File: src/rtl/rgb_ctrl_pkg.sv
// ============================================================================
// rgb_ctrl_pkg : shared types, widths and step helper for the RGB fade block
// Revision     : 1.0
// ============================================================================
`default_nettype none

package rgb_ctrl_pkg;

  localparam int NUM_CH  = 3;
  localparam int LEVEL_W = 8;

  typedef logic [1:0]         chan_t;
  typedef logic [LEVEL_W-1:0] level_t;

  typedef enum logic [0:0] {
    ST_IDLE   = 1'b0,
    ST_FADING = 1'b1
  } state_t;

  // One unit toward the target; saturates naturally since it never passes it.
  function automatic level_t step_toward(input level_t cur, input level_t tgt);
    level_t res;
    res = cur;
    if (cur < tgt) begin
      res = cur + level_t'(1);
    end else if (cur > tgt) begin
      res = cur - level_t'(1);
    end
    return res;
  endfunction

endpackage

`default_nettype wire

File: src/rtl/rgb_fade_channel.sv
// ============================================================================
// rgb_fade_channel : per-channel target/current pair with step and jump
// Revision         : 1.0
// ============================================================================
`default_nettype none

module rgb_fade_channel
  import rgb_ctrl_pkg::*;
#(
  parameter logic [7:0] RESET_LEVEL = 8'd0
) (
  input  logic       clk,
  input  logic       reset,
  input  logic       wr_en_i,
  input  logic [7:0] wr_level_i,
  input  logic       step_i,
  input  logic       jump_i,
  output logic [7:0] target_o,
  output logic [7:0] level_o
);

  level_t target_q;
  level_t current_q;
  level_t current_d;

  // Step and jump both look at the registered target, so a new target is
  // seen by current one cycle after it is written.
  always_comb begin
    current_d = current_q;
    if (jump_i) begin
      current_d = target_q;
    end else if (step_i) begin
      current_d = step_toward(current_q, target_q);
    end
  end

  always_ff @(posedge clk) begin
    if (reset) begin
      target_q  <= RESET_LEVEL;
      current_q <= RESET_LEVEL;
    end else begin
      if (wr_en_i) begin
        target_q <= wr_level_i;
      end
      current_q <= current_d;
    end
  end

  assign target_o = target_q;
  assign level_o  = current_q;

endmodule

`default_nettype wire

File: src/rtl/rgb_fade_ctrl.sv
// ============================================================================
// rgb_fade_ctrl : three-channel LED level controller with timed fading
// Revision      : 1.0
// ============================================================================
`default_nettype none

module rgb_fade_ctrl
  import rgb_ctrl_pkg::*;
#(
  parameter int unsigned TICK_DIV    = 1000,
  parameter logic [7:0]  RESET_LEVEL = 8'd0
) (
  input  logic       clk,
  input  logic       reset,
  input  logic       enc_valid,
  input  logic [1:0] enc_chan,
  input  logic [7:0] enc_level,
  input  logic       host_valid,
  input  logic [1:0] host_chan,
  input  logic [7:0] host_level,
  output logic       host_ready,
  input  logic       fade_en,
  output logic [7:0] level0,
  output logic [7:0] level1,
  output logic [7:0] level2,
  output logic       busy,
  output logic       done
);

  localparam logic [15:0] TICK_LAST = 16'(TICK_DIV - 1);

  logic        hold_valid_q;
  chan_t       hold_chan_q;
  level_t      hold_level_q;
  state_t      state_q;
  logic [15:0] tick_cnt_q;
  logic        done_q;

  level_t            w_level    [NUM_CH];
  level_t            w_target   [NUM_CH];
  level_t            w_wr_level [NUM_CH];
  logic [NUM_CH-1:0] w_wr_en;
  logic [NUM_CH-1:0] w_mismatch;
  logic [NUM_CH-1:0] w_settles;
  logic              w_accept;
  logic              w_tick;
  logic              w_step;
  logic              w_jump;

  // Ready is gated by reset directly so it reads 1 in the very first cycle
  // after reset is released.
  assign host_ready = ~reset & ~hold_valid_q;
  assign w_accept   = host_valid & host_ready;
  assign w_tick     = (state_q == ST_FADING) && (tick_cnt_q == TICK_LAST);
  assign w_step     = w_tick & fade_en;
  assign w_jump     = ~fade_en;

  generate
    for (genvar i = 0; i < NUM_CH; i++) begin : g_ch
      logic w_host_hit;
      logic w_enc_hit;

      assign w_host_hit    = hold_valid_q && (hold_chan_q == chan_t'(i));
      assign w_enc_hit     = enc_valid && (enc_chan == chan_t'(i));
      assign w_wr_en[i]    = w_host_hit | w_enc_hit;
      assign w_wr_level[i] = w_host_hit ? hold_level_q : enc_level;
      assign w_mismatch[i] = (w_level[i] != w_target[i]);
      assign w_settles[i]  = (step_toward(w_level[i], w_target[i]) == w_target[i]);

      rgb_fade_channel #(
        .RESET_LEVEL (RESET_LEVEL)
      ) u_chan (
        .clk        (clk),
        .reset      (reset),
        .wr_en_i    (w_wr_en[i]),
        .wr_level_i (w_wr_level[i]),
        .step_i     (w_step),
        .jump_i     (w_jump),
        .target_o   (w_target[i]),
        .level_o    (w_level[i])
      );
    end
  endgenerate

  always_ff @(posedge clk) begin
    if (reset) begin
      state_q      <= ST_IDLE;
      tick_cnt_q   <= '0;
      done_q       <= 1'b0;
      hold_valid_q <= 1'b0;
      hold_chan_q  <= '0;
      hold_level_q <= '0;
    end else begin
      done_q       <= 1'b0;
      hold_valid_q <= w_accept;
      if (w_accept) begin
        hold_chan_q  <= host_chan;
        hold_level_q <= host_level;
      end
      case (state_q)
        ST_IDLE: begin
          tick_cnt_q <= '0;
          if (fade_en && (|w_mismatch)) begin
            state_q <= ST_FADING;
          end
        end
        ST_FADING: begin
          tick_cnt_q <= w_tick ? 16'd0 : tick_cnt_q + 16'd1;
          if (!fade_en) begin
            state_q    <= ST_IDLE;
            tick_cnt_q <= '0;
          end else if (!(|w_mismatch)) begin
            state_q    <= ST_IDLE;
            tick_cnt_q <= '0;
          end else if (w_tick && (&w_settles)) begin
            state_q    <= ST_IDLE;
            tick_cnt_q <= '0;
            done_q     <= 1'b1;
          end
        end
        default: state_q <= ST_IDLE;
      endcase
    end
  end

  assign level0 = w_level[0];
  assign level1 = w_level[1];
  assign level2 = w_level[2];
  assign busy   = (state_q == ST_FADING);
  assign done   = done_q;

endmodule

`default_nettype wire

File: config.mk
export PLATFORM = sky130hd
export DESIGN_NAME = rgb_fade_ctrl
export DESIGN_NICKNAME = d
export VERILOG_FILES = /design/src/rtl/rgb_ctrl_pkg.sv /design/src/rtl/rgb_fade_channel.sv /design/src/rtl/rgb_fade_ctrl.sv
export SDC_FILE = /design/constraint.sdc
export NUM_CORES = 1
export LEC_CHECK = 0
export BUFFER_PORTS_ARGS = -buffer_cell sky130_fd_sc_hd__clkbuf_2
export CAP_MARGIN = 10
export CORE_ASPECT_RATIO = 2
export CORE_MARGIN = 2
export CORE_UTILIZATION = 40
export CTS_CLUSTER_SIZE = 8
export DETAILED_ROUTE_END_ITERATION = 16
export GPL_TIMING_DRIVEN = 0
export SLEW_MARGIN = 10
export SYNTH_ARGS = -nofsm -noshare
export SYNTH_HDL_FRONTEND = slang
export SYNTH_HIERARCHICAL = 1
export SYNTH_SLANG_ARGS = --single-unit
export TNS_END_PERCENT = 50
File: constraint.sdc
create_clock -name clk -period 9.3 [get_ports clk]
set_input_delay 1.86 -clock clk [delete_from_list [all_inputs] [get_ports clk]]
set_output_delay 1.86 -clock clk [all_outputs]
set_load 0.05 [all_outputs]
==> metrics, run 1 <==
status=finished clean; CTS Root Cell=clkbuf_16; CTS buffer count=9; CTS Sinks=77; Hold WS=0.459 ns; largest cells by area after synthesis=dfxtp_1 22%, ha_1 14%, mux2i_1 6.4%; worst hold path type=flip-flop to flip-flop; kind of critical path=primary input to primary output; required time worst endpoint=7.44 ns; RSZ-0062 raised after global routing=false; Hold Path Stages=1; Net Switching=0.459 mW; crit-path max FO=6; Yosys top cell area share=22.0%; Slew Limit Fails=0; Synthesized Nets=936; commonest non-fill, non-tap cell in the layout=nor2_1; clk_lat worst skew=0.35 ns; CP Capture Type=primary output; first-pass GRT wire length=31600 um; internal power=0.821 mW; drt pass-1 iters=4; Most used DFF post-synth=dfxtp_1; CTS tree=done; vias in the first global route=6226; DRC violations left=0; GRT overflow=0; Post-Syn Instances=832; Metal-1 WL=7180 um; number of antenna violations at the first check in global routing=0; I/O Pins=52; Tmin final=4.43 ns; Row Count=68; worst r2r path cells=12; startpoint types=primary input; met2 WL post-DR=11000 um; post-route setup TNS=0 ns; Routed WL=19500 um; gr usage total=21.3%; hold path endpoint=tick_cnt_q[0]$_SDFF_PP0_; CP arrival=2.57 ns; Post-synth EDFFs=0; DR vias=6273; Post-Syn Area=7000 sq um; crit share post-route=47.6%; antenna viol nets, final=0; diode count=0; Starting Density=40.7%; share of cells above drive strength 1=14.0%; R2R Setup Slk=5.56 ns; Hold Vio Cnt, Final=0; total power=1.28 mW; Clk pwr share=33.5%; Worst Setup SP=reset; Net Sw Frac=35.9%; worst r2r src=g_ch[1].u_chan/level_o[1]$_SDFFE_PP0P_; fin area=7880 sq um; Final Non-Filler Cells=1109; commonest non-fill, non-tap cells in the layout=83 x nor2_1, 77 x dfxtp_1, 76 x ha_1; Multi-input gate area=5030 sq um; HPWL after detailed placement=15300 um; RR Endpoint=g_ch[1].u_chan/level_o[7]$_SDFFE_PP0P_; Met3 Routed Length=368 um; area grow syn2layout=12.6%; Post-DP Area=7520 sq um; Peak supply drop=0.0000999 V; DP Cell Count=1093; Seq cells post-synth=77; DIE WIDTH=97.5 um; Max Used Layer=met4; post-synth cell types=72; deepest clock path buffer count=2; CTS clock-pin slew for the worst setup and hold paths=0.06 ns; storage element area=1540 sq um; I/O Buffers=51; DR vias/cell=5.66; setup bufs post-CTS=0; post-route clock skew=0.00431 ns; Post-synth ARST share=0%; register area share after synthesis=22.0%; fmax=0.226 GHz; yosys warns=6; Die H=191 um; CTS resizes=0; Worst slew margin=35.2%; static leakage=3.28 nW; Worst Tran Pin Value=0.968 ns; routed len/inst=17.6 um; FILL cells=1780; GP Congestion=0.894; MaxCap Viol Count=0; Syn Area/Cell=8.41 sq um; Synth area leader=dfxtp_1; HP Start=tick_cnt_q[0]$_SDFF_PP0_; core footprint=17200 sq um; combinational group share of total power=37.0%; NumNets Final=998; initial DRC count=227; Final Setup Violations=0; CTS Hold Bufs=0; largest net degree at the start of global routing=18; pwr/cell area=162 nW/um^2; Sequential Power Share=29.6%; CTS H-tree depth=3; Die Area=18600 sq um
-- routing by layer --
layer | track usage, % | vias to the layer above
met3 | 2.41 | 49
met5 | 0 | -
met1 | 21.7 | 2946
met2 | 41.4 | 113
met4 | 11.8 | 0
li1 | - | 3165
-- flip-flops by register name, summed over array words and instances, names as in the netlist --
name	flops
busy	1
done	1
g_ch.u_chan/level_o	24
g_ch.u_chan/target_o	24
hold_chan_q	2
hold_level_q	8
hold_valid_q	1
tick_cnt_q	16
-- power groups by stage --
stage | clock network (mW) | logic [mW] | registers (mW)
detailed placement | 0 | 0.472 | 0.385
CTS | 0.436 | 0.475 | 0.378
floorplan | 0 | 0.349 | 0.394
global route | 0.450 | 0.527 | 0.382
finish | 0.428 | 0.473 | 0.378
global placement | 0 | 0.469 | 0.385
-- cells by family after synthesis --
family          synth area share, %
compound gates                 19.2
fa+ha+maj                      14.4
xor+xnor                       8.01
flops                          22.0
mux                            10.5
simple gates                   19.7
buf+inv                        6.18
-- layout make-up --
type	count	area share (%)
Buffer	22	2.02
Clock buffer	13	3.43
Clock inverter	3	1.14
Inverter	73	3.48
Multi-Input combinational cell	660	63.8
Sequential cell	77	19.6
Tap cell	210	3.33
Timing Repair Buffer	51	3.24
-- critical path, stage by stage --
cell and delay [ns]:
clkbuf_2 0.23, nor2_1 0.18, clkbuf_2 0.30
-- through the flow --
step           worst slack [ns]  utilization [%]
2_1_floorplan              4.92                -
3_3_place_gp               4.84             43.7
3_5_place_dp               4.85             43.7
4_1_cts                    4.85             45.8
5_1_grt                    4.82             45.9
6_report                   4.87             45.9
-- worst max path at each step --
stage            endpoint  slack, ns
2_1_floorplan  host_ready       4.92
3_3_place_gp   host_ready       4.84
3_5_place_dp   host_ready       4.85
4_1_cts        host_ready       4.85
5_1_grt        host_ready       4.82
6_report       host_ready       4.87
-- cell usage after synthesis, drive strengths merged, types with 5 or more instances --
| master | n |
|---|---|
| nor2 | 84 |
| dfxtp | 77 |
| ha | 76 |
| inv | 73 |
| nand2 | 47 |
| mux2i | 45 |
| a21oi | 44 |
| xnor2 | 33 |
| nand3 | 31 |
| xor2 | 31 |
| o21ai | 27 |
| mux2 | 25 |
| a211oi | 22 |
| nand4 | 17 |
| nor3 | 15 |
| o211ai | 15 |
| nand2b | 13 |
| or3 | 12 |
| and3 | 10 |
| clkbuf | 10 |
| o2111ai | 10 |
| buf | 9 |
| nor2b | 7 |
| o31ai | 7 |
| a2111o | 5 |
| a21o | 5 |
| and2 | 5 |
| o311ai | 5 |
| or2 | 5 |
No activity file was read; power rests on OpenSTA's default activity.
==> inputs of run 2 (changes only) <==
clock period = 3.6 ns   (was 9.3 ns; I/O delays follow)
==> run 2 against run 1 <==
Non-clock buffer count did not move. Largest cell class unchanged. Total power rose to 2.6 times the previous value. Wire length hardly changed. Combinational power grew to 2.6 times the previous value. Critical path depth rose by 10. Worst hold slack better by 0.0033 ns.
==> metrics, run 2 (synthesized netlist as in run 1, its figures left out) <==
post-route clock skew=0.00485 ns (+0.000533 ns); Place WS=-0.150 ns (-5.00 ns); DR vias/cell=5.64 (-0.35%); first-pass GRT wire length=31600 um (unchanged); CTS Sinks=77 (unchanged); pwr/cell area=419 nW/um^2 (+160%); crit share post-route=97.8%; Worst Tran Pin Value=0.989 ns (+0.0211 ns); worst r2r path cells=13 (+1); NumNets Final=998 (unchanged); Row Count=68 (unchanged); CTS buffer count=9 (unchanged); Tmin final=3.52 ns; Worst slew margin=33.8% (-1.4 points); Slew Limit Fails=0 (unchanged); Die Area=18600 sq um (unchanged); fmax=0.284 GHz; Routed WL=19500 um (about the same); setup bufs post-CTS=0 (unchanged); required time worst endpoint=3.85 ns (-3.59 ns); Hold Path Stages=1 (unchanged); diode count=0 (unchanged); static leakage=3.28 nW (about the same); CTS Root Cell=clkbuf_16; Die H=191 um (unchanged); crit-path max FO=8 (+2); number of antenna violations at the first check in global routing=0 (unchanged); Peak supply drop=0.000258 V (+160%); GP Congestion=0.894 (unchanged); DR vias=6251 (-0.35%); status=finished clean; share of cells above drive strength 1=15.7% (+1.7 points); CTS tree=done; Hold Vio Cnt, Final=0 (unchanged); commonest non-fill, non-tap cells in the layout=83 x nor2_1, 73 x inv_1, 73 x ha_1; I/O Buffers=51 (unchanged); CTS H-tree depth=3 (unchanged); DRC violations left=0 (unchanged); Final WS setup=0.0807 ns (-4.79 ns); HPWL after detailed placement=15300 um (unchanged); deepest clock path buffer count=2 (unchanged); drt pass-1 iters=4 (unchanged); gr usage total=21.3% (unchanged); GRT overflow=0 (unchanged); area grow syn2layout=13.1%; total power=3.32 mW (+160%); largest net degree at the start of global routing=18 (unchanged); core footprint=17200 sq um (unchanged); CP arrival=3.77 ns (+1.20 ns); routed len/inst=17.5 um (about the same); vias in the first global route=6226 (unchanged); I/O Pins=52 (unchanged); startpoint types=flip-flop; CTS clock-pin slew for the worst setup and hold paths=0.06 ns (about the same); commonest non-fill, non-tap cell in the layout=nor2_1; initial DRC count=254 (+12%); kind of critical path=flip-flop to flip-flop; RSZ-0062 raised after global routing=true; R2R Setup Slk=0.08 ns (-5.48 ns); Final Setup Violations=0 (unchanged); DIE WIDTH=97.5 um (unchanged); Starting Density=40.7% (unchanged); worst hold path type=flip-flop to flip-flop; CP Capture Type=flip-flop; clk_lat worst skew=0.35 ns (about the same); antenna viol nets, final=0 (unchanged); MaxCap Viol Count=0 (unchanged)
[run 2: cell counts in the layout (fill, tap and decap cells not counted)]
Identical to the previous run, type by type.
[run 2: metrics by stage]
| stage | instances | utilization [%] | cell area, sq um | TNS (ns) | hold WS (ns) |
|---|---|---|---|---|---|
| 2_1_floorplan | 832 | - | 7000 | 0 | 0.418 |
| 3_3_place_gp | 1093 | 43.7 | 7520 | -0.145 | 0.437 |
| 3_5_place_dp | 1093 | 43.7 | 7520 | -0.224 | 0.451 |
| 4_1_cts | 1109 | 45.9 | 7890 | 0 | 0.465 |
| 5_1_grt | 1109 | 46.1 | 7920 | -0.105 | 0.485 |
| 6_report | 1109 | 46.1 | 7920 | 0 | 0.462 |
[run 2: routing by layer]
layer / share of wire [%] / vias up / track usage (%)
met5: 0 / - / 0
met4: 5.1 / 0 / 11.8
met3: 1.8 / 47 / 2.41
met2: 56 / 105 / 41.4
met1: 37 / 2938 / 21.7
li1: - / 3161 / -
[run 2: path summary, 6_finish.rpt]
kind / start / end
worst max-delay path: g_ch[1].u_chan/target_o[1]$_SDFFE_PP0P_ / g_ch[1].u_chan/level_o[7]$_SDFFE_PP0P_
worst min register to register: tick_cnt_q[0]$_SDFF_PP0_ / tick_cnt_q[0]$_SDFF_PP0_
worst min-delay path: tick_cnt_q[0]$_SDFF_PP0_ / tick_cnt_q[0]$_SDFF_PP0_
worst max register to register: g_ch[1].u_chan/target_o[1]$_SDFFE_PP0P_ / g_ch[1].u_chan/level_o[7]$_SDFFE_PP0P_
[run 2: timing repair]
action,4_1_cts,5_1_grt
setup endpoints to repair,3,5
resized for setup,5,13
hold buffers,0,0
pin swaps,0,0
[run 2: final cells by class]
cell class                 count  area, sq um
multi-input combinational    660         5040
sequential                    77         1560
buffer                        22          159
inverter                      73          274
fill                        1772         9270
timing repair buffer          51          255
clock buffer                  13          270
clock inverter                 3         90.1
tap                          210          263
[run 2: worst max-delay path: stages, from the launching register on]
cell and delay [ns]:
dfxtp_2 0.42, inv_1 0.06, ha_1 0.30, nor2b_1 0.13
o211ai_1 0.23, a21oi_1 0.14, or2_1 0.36, ha_2 0.44
nand3_1 0.11, o2111ai_1 0.22, o211ai_1 0.14, or3_1 0.34
a2111o_1 0.36, and3_1 0.14
[run 2: power by group]
| part | switching [mW] | internal (mW) | total (mW) | leakage (nW) |
|---|---|---|---|---|
| clock network | 0.372 | 0.735 | 1.11 | 0.176 |
| registers | 0.0853 | 0.892 | 0.977 | 0.634 |
| logic | 0.728 | 0.503 | 1.23 | 2.47 |
==> inputs of run 3 (changes only) <==
CORE_UTILIZATION = 35   (was 40)
==> run 3 against run 2 <==
Non-clock buffer count increased by 1. Utilization decreased by 5.5 points. Worst hold slack got worse by 0.010 ns. Sequential cell count unchanged. Total power increased by 0.46%. Maximum frequency increased by 3.2%. Register-to-register slack improved by 0.11 ns. Sequential share of layout area decreased by 0.22 points. Count of clock-buffer cells in the layout unchanged. Critical endpoint is now g_ch[2].u_chan/level_o[7]$_SDFFE_PP0P_.
==> metrics, run 3 (synthesized netlist as in run 1, its figures left out) <==
setup bufs post-CTS=0 (unchanged); crit-path max FO=11 (+3); CTS Root Cell=clkbuf_16; drt pass-1 iters=4 (unchanged); Die Area=21200 sq um (+14%); GRT overflow=0 (unchanged); CP arrival=3.66 ns (-0.11 ns); HPWL after detailed placement=15500 um (+0.97%); static leakage=3.28 nW (about the same); share of cells above drive strength 1=15.8% (+0.094 points); kind of cell adding the most delay to the critical path=compound AO/OA/AOI/OAI gates; commonest non-fill, non-tap cell in the layout=nor2_1; I/O Pins=52 (unchanged); kind of critical path=flip-flop to flip-flop; GP Congestion=0.887 (-0.87%); crit share post-route=94.7% (-3.1 points); DRC violations left=0 (unchanged); RSZ-0062 raised after global routing=true; Peak supply drop=0.000235 V (-9.1%); worst r2r src=g_ch[2].u_chan/level_o[5]$_SDFFE_PP0P_; fmax=0.293 GHz (+3.2%); Hold Path Stages=1 (unchanged); Worst Tran Pin Value=0.957 ns (-0.0325 ns); status=finished clean; clk_lat worst skew=0.35 ns (about the same); FILL cells=2075 (+17%); Worst path max stage delay=0.60 ns (+0.16 ns); worst r2r path cells=11 (-2); Hold Vio Cnt, Final=0 (unchanged); Starting Density=35.5% (-5.2 points); RR Endpoint=g_ch[2].u_chan/level_o[7]$_SDFFE_PP0P_; MaxCap Viol Count=0 (unchanged); Slew Limit Fails=0 (unchanged); Final Setup Violations=0 (unchanged); HP Start=tick_cnt_q[0]$_SDFF_PP0_; required time worst endpoint=3.85 ns (about the same); Post-DP Area=7580 sq um (+0.87%); diode count=0 (unchanged); post-route clock skew=0.00583 ns (+0.000981 ns); area grow syn2layout=14.3%; CP dominant cell by count=ha_1; Buf/Inv on CP=0 (-1); vias in the first global route=6365 (+2.2%); Routed WL=19600 um (+0.54%); R2R Setup Slk=0.19 ns (+0.11 ns); CTS Sinks=77 (unchanged); CTS H-tree depth=3 (unchanged); CTS tree=done; gr usage total=18.7% (-2.7 points); NumNets Final=999 (+0.10%); first-pass GRT wire length=31500 um (-0.46%); initial DRC count=267 (+5.1%); I/O Buffers=51 (unchanged); startpoint types=flip-flop; slowest CP cell=dfxtp_1; antenna viol nets, final=0 (unchanged); worst hold path type=flip-flop to flip-flop; Row Count=73 (+7.4%); routed len/inst=16.8 um (-4.0%); Tmin final=3.41 ns (-0.110 ns); hold path endpoint=tick_cnt_q[0]$_SDFF_PP0_; DIE WIDTH=104 um (+6.6%); fin area=8000 sq um (+1.1%); core footprint=19700 sq um (+15%); pwr/cell area=416 nW/um^2 (-0.64%); CP Cell Sequence=ha_1 > a21oi_1 > o21ai_2 > or2_1 > ha_1 > nand3_1 > o2111ai_1 > o211ai_1 > or3_1 > a2111o_1 > and3_1; CTS clock-pin slew for the worst setup and hold paths=0.06 ns (about the same); Die H=204 um (+6.8%); number of antenna violations at the first check in global routing=0 (unchanged); CP Capture Type=flip-flop; Final Non-Filler Cells=1162 (+4.8%); DR vias/cell=5.41 (-4.0%); deepest clock path buffer count=2 (unchanged); CTS buffer count=9 (unchanged); DP Cell Count=1145 (+4.8%); Worst slew margin=36.0% (+2.2 points); DR vias=6290 (+0.62%); commonest non-fill, non-tap cells in the layout=83 x nor2_1, 73 x inv_1, 72 x ha_1; largest net degree at the start of global routing=18 (unchanged)
run 3: cell count changes in the layout (fill, tap and decap cells not counted):
cell      before  now
ha_1          73   72
ha_4           0    2
nor3b_1        2    3
ha_2           3    2
nor3b_2        1    0
clkbuf_2      51   52
run 3: layer usage:
layer | routed length [um] | global-route usage (%)
met2 | 10800 | 36.8
met1 | 7020 | 17.7
met5 | 0 | 0
met3 | 560 | 2.20
met4 | 1160 | 12.4
run 3: layout make-up:
cell class / instances / area [sq um] / area share [%]
inverter: 73 / 274 / 3.42
clock inverter: 3 / 90.1 / 1.13
timing repair buffer: 52 / 260 / 3.25
sequential: 77 / 1560 / 19.5
buffer: 22 / 159 / 1.99
clock buffer: 13 / 270 / 3.38
multi-input combinational: 660 / 5060 / 63.2
tap: 262 / 328 / 4.10
run 3: worst max-delay path by stage:
stage,startpoint,to,slack [ns],depth (start not counted)
floorplan,g_ch[1].u_chan/level_o[1]$_SDFFE_PP0P_,g_ch[1].u_chan/level_o[7]$_SDFFE_PP0P_,0.03,12
global placement,g_ch[2].u_chan/level_o[1]$_SDFFE_PP0P_,g_ch[2].u_chan/level_o[7]$_SDFFE_PP0P_,-0.05,12
detailed placement,g_ch[0].u_chan/level_o[1]$_SDFFE_PP0P_,g_ch[0].u_chan/level_o[7]$_SDFFE_PP0P_,-0.06,12
CTS,g_ch[2].u_chan/target_o[1]$_SDFFE_PP0P_,g_ch[2].u_chan/level_o[7]$_SDFFE_PP0P_,0.05,13
global route,g_ch[2].u_chan/target_o[1]$_SDFFE_PP0P_,g_ch[2].u_chan/level_o[7]$_SDFFE_PP0P_,-0.08,13
finish,g_ch[2].u_chan/level_o[5]$_SDFFE_PP0P_,g_ch[2].u_chan/level_o[7]$_SDFFE_PP0P_,0.19,11
run 3: repair_timing:
action / 4_1_cts / 5_1_grt
endpoints found under the setup margin: 3 / 3
resized for setup: 5 / 14
hold buffers: 0 / 0
pin swaps: 0 / 0
run 3: per-stage QoR:
stage / setup WS (ns) / power [mW] / hold WS [ns] / util, % / TNS (ns)
5_1_grt: -0.0840 / 3.52 / 0.460 / 40.6 / -0.0840
3_3_place_gp: -0.0545 / 2.20 / 0.437 / 38.4 / -0.105
2_1_floorplan: 0.0271 / 1.92 / 0.418 / - / 0
4_1_cts: 0.0483 / 3.33 / 0.453 / 40.3 / 0
6_report: 0.191 / 3.33 / 0.452 / 40.6 / 0
3_5_place_dp: -0.0641 / 2.21 / 0.444 / 38.4 / -0.167
run 3: report_power, final:
group | internal (mW) | switching, mW | leakage (nW)
Sequential | 0.892 | 0.0870 | 0.634
Clock | 0.735 | 0.375 | 0.176
Combinational | 0.512 | 0.730 | 2.47
run 3: worst reg2reg max path, delay by kind of cell, from the launching register on:
| kind | cells | cell delay (ns) |
|---|---|---|
| AOI/OAI and AO/OA | 5 | 0.98 |
| adders and majority gates | 2 | 0.77 |
| DFF | 1 | 0.60 |
| and+or+nand+nor | 4 | 0.98 |
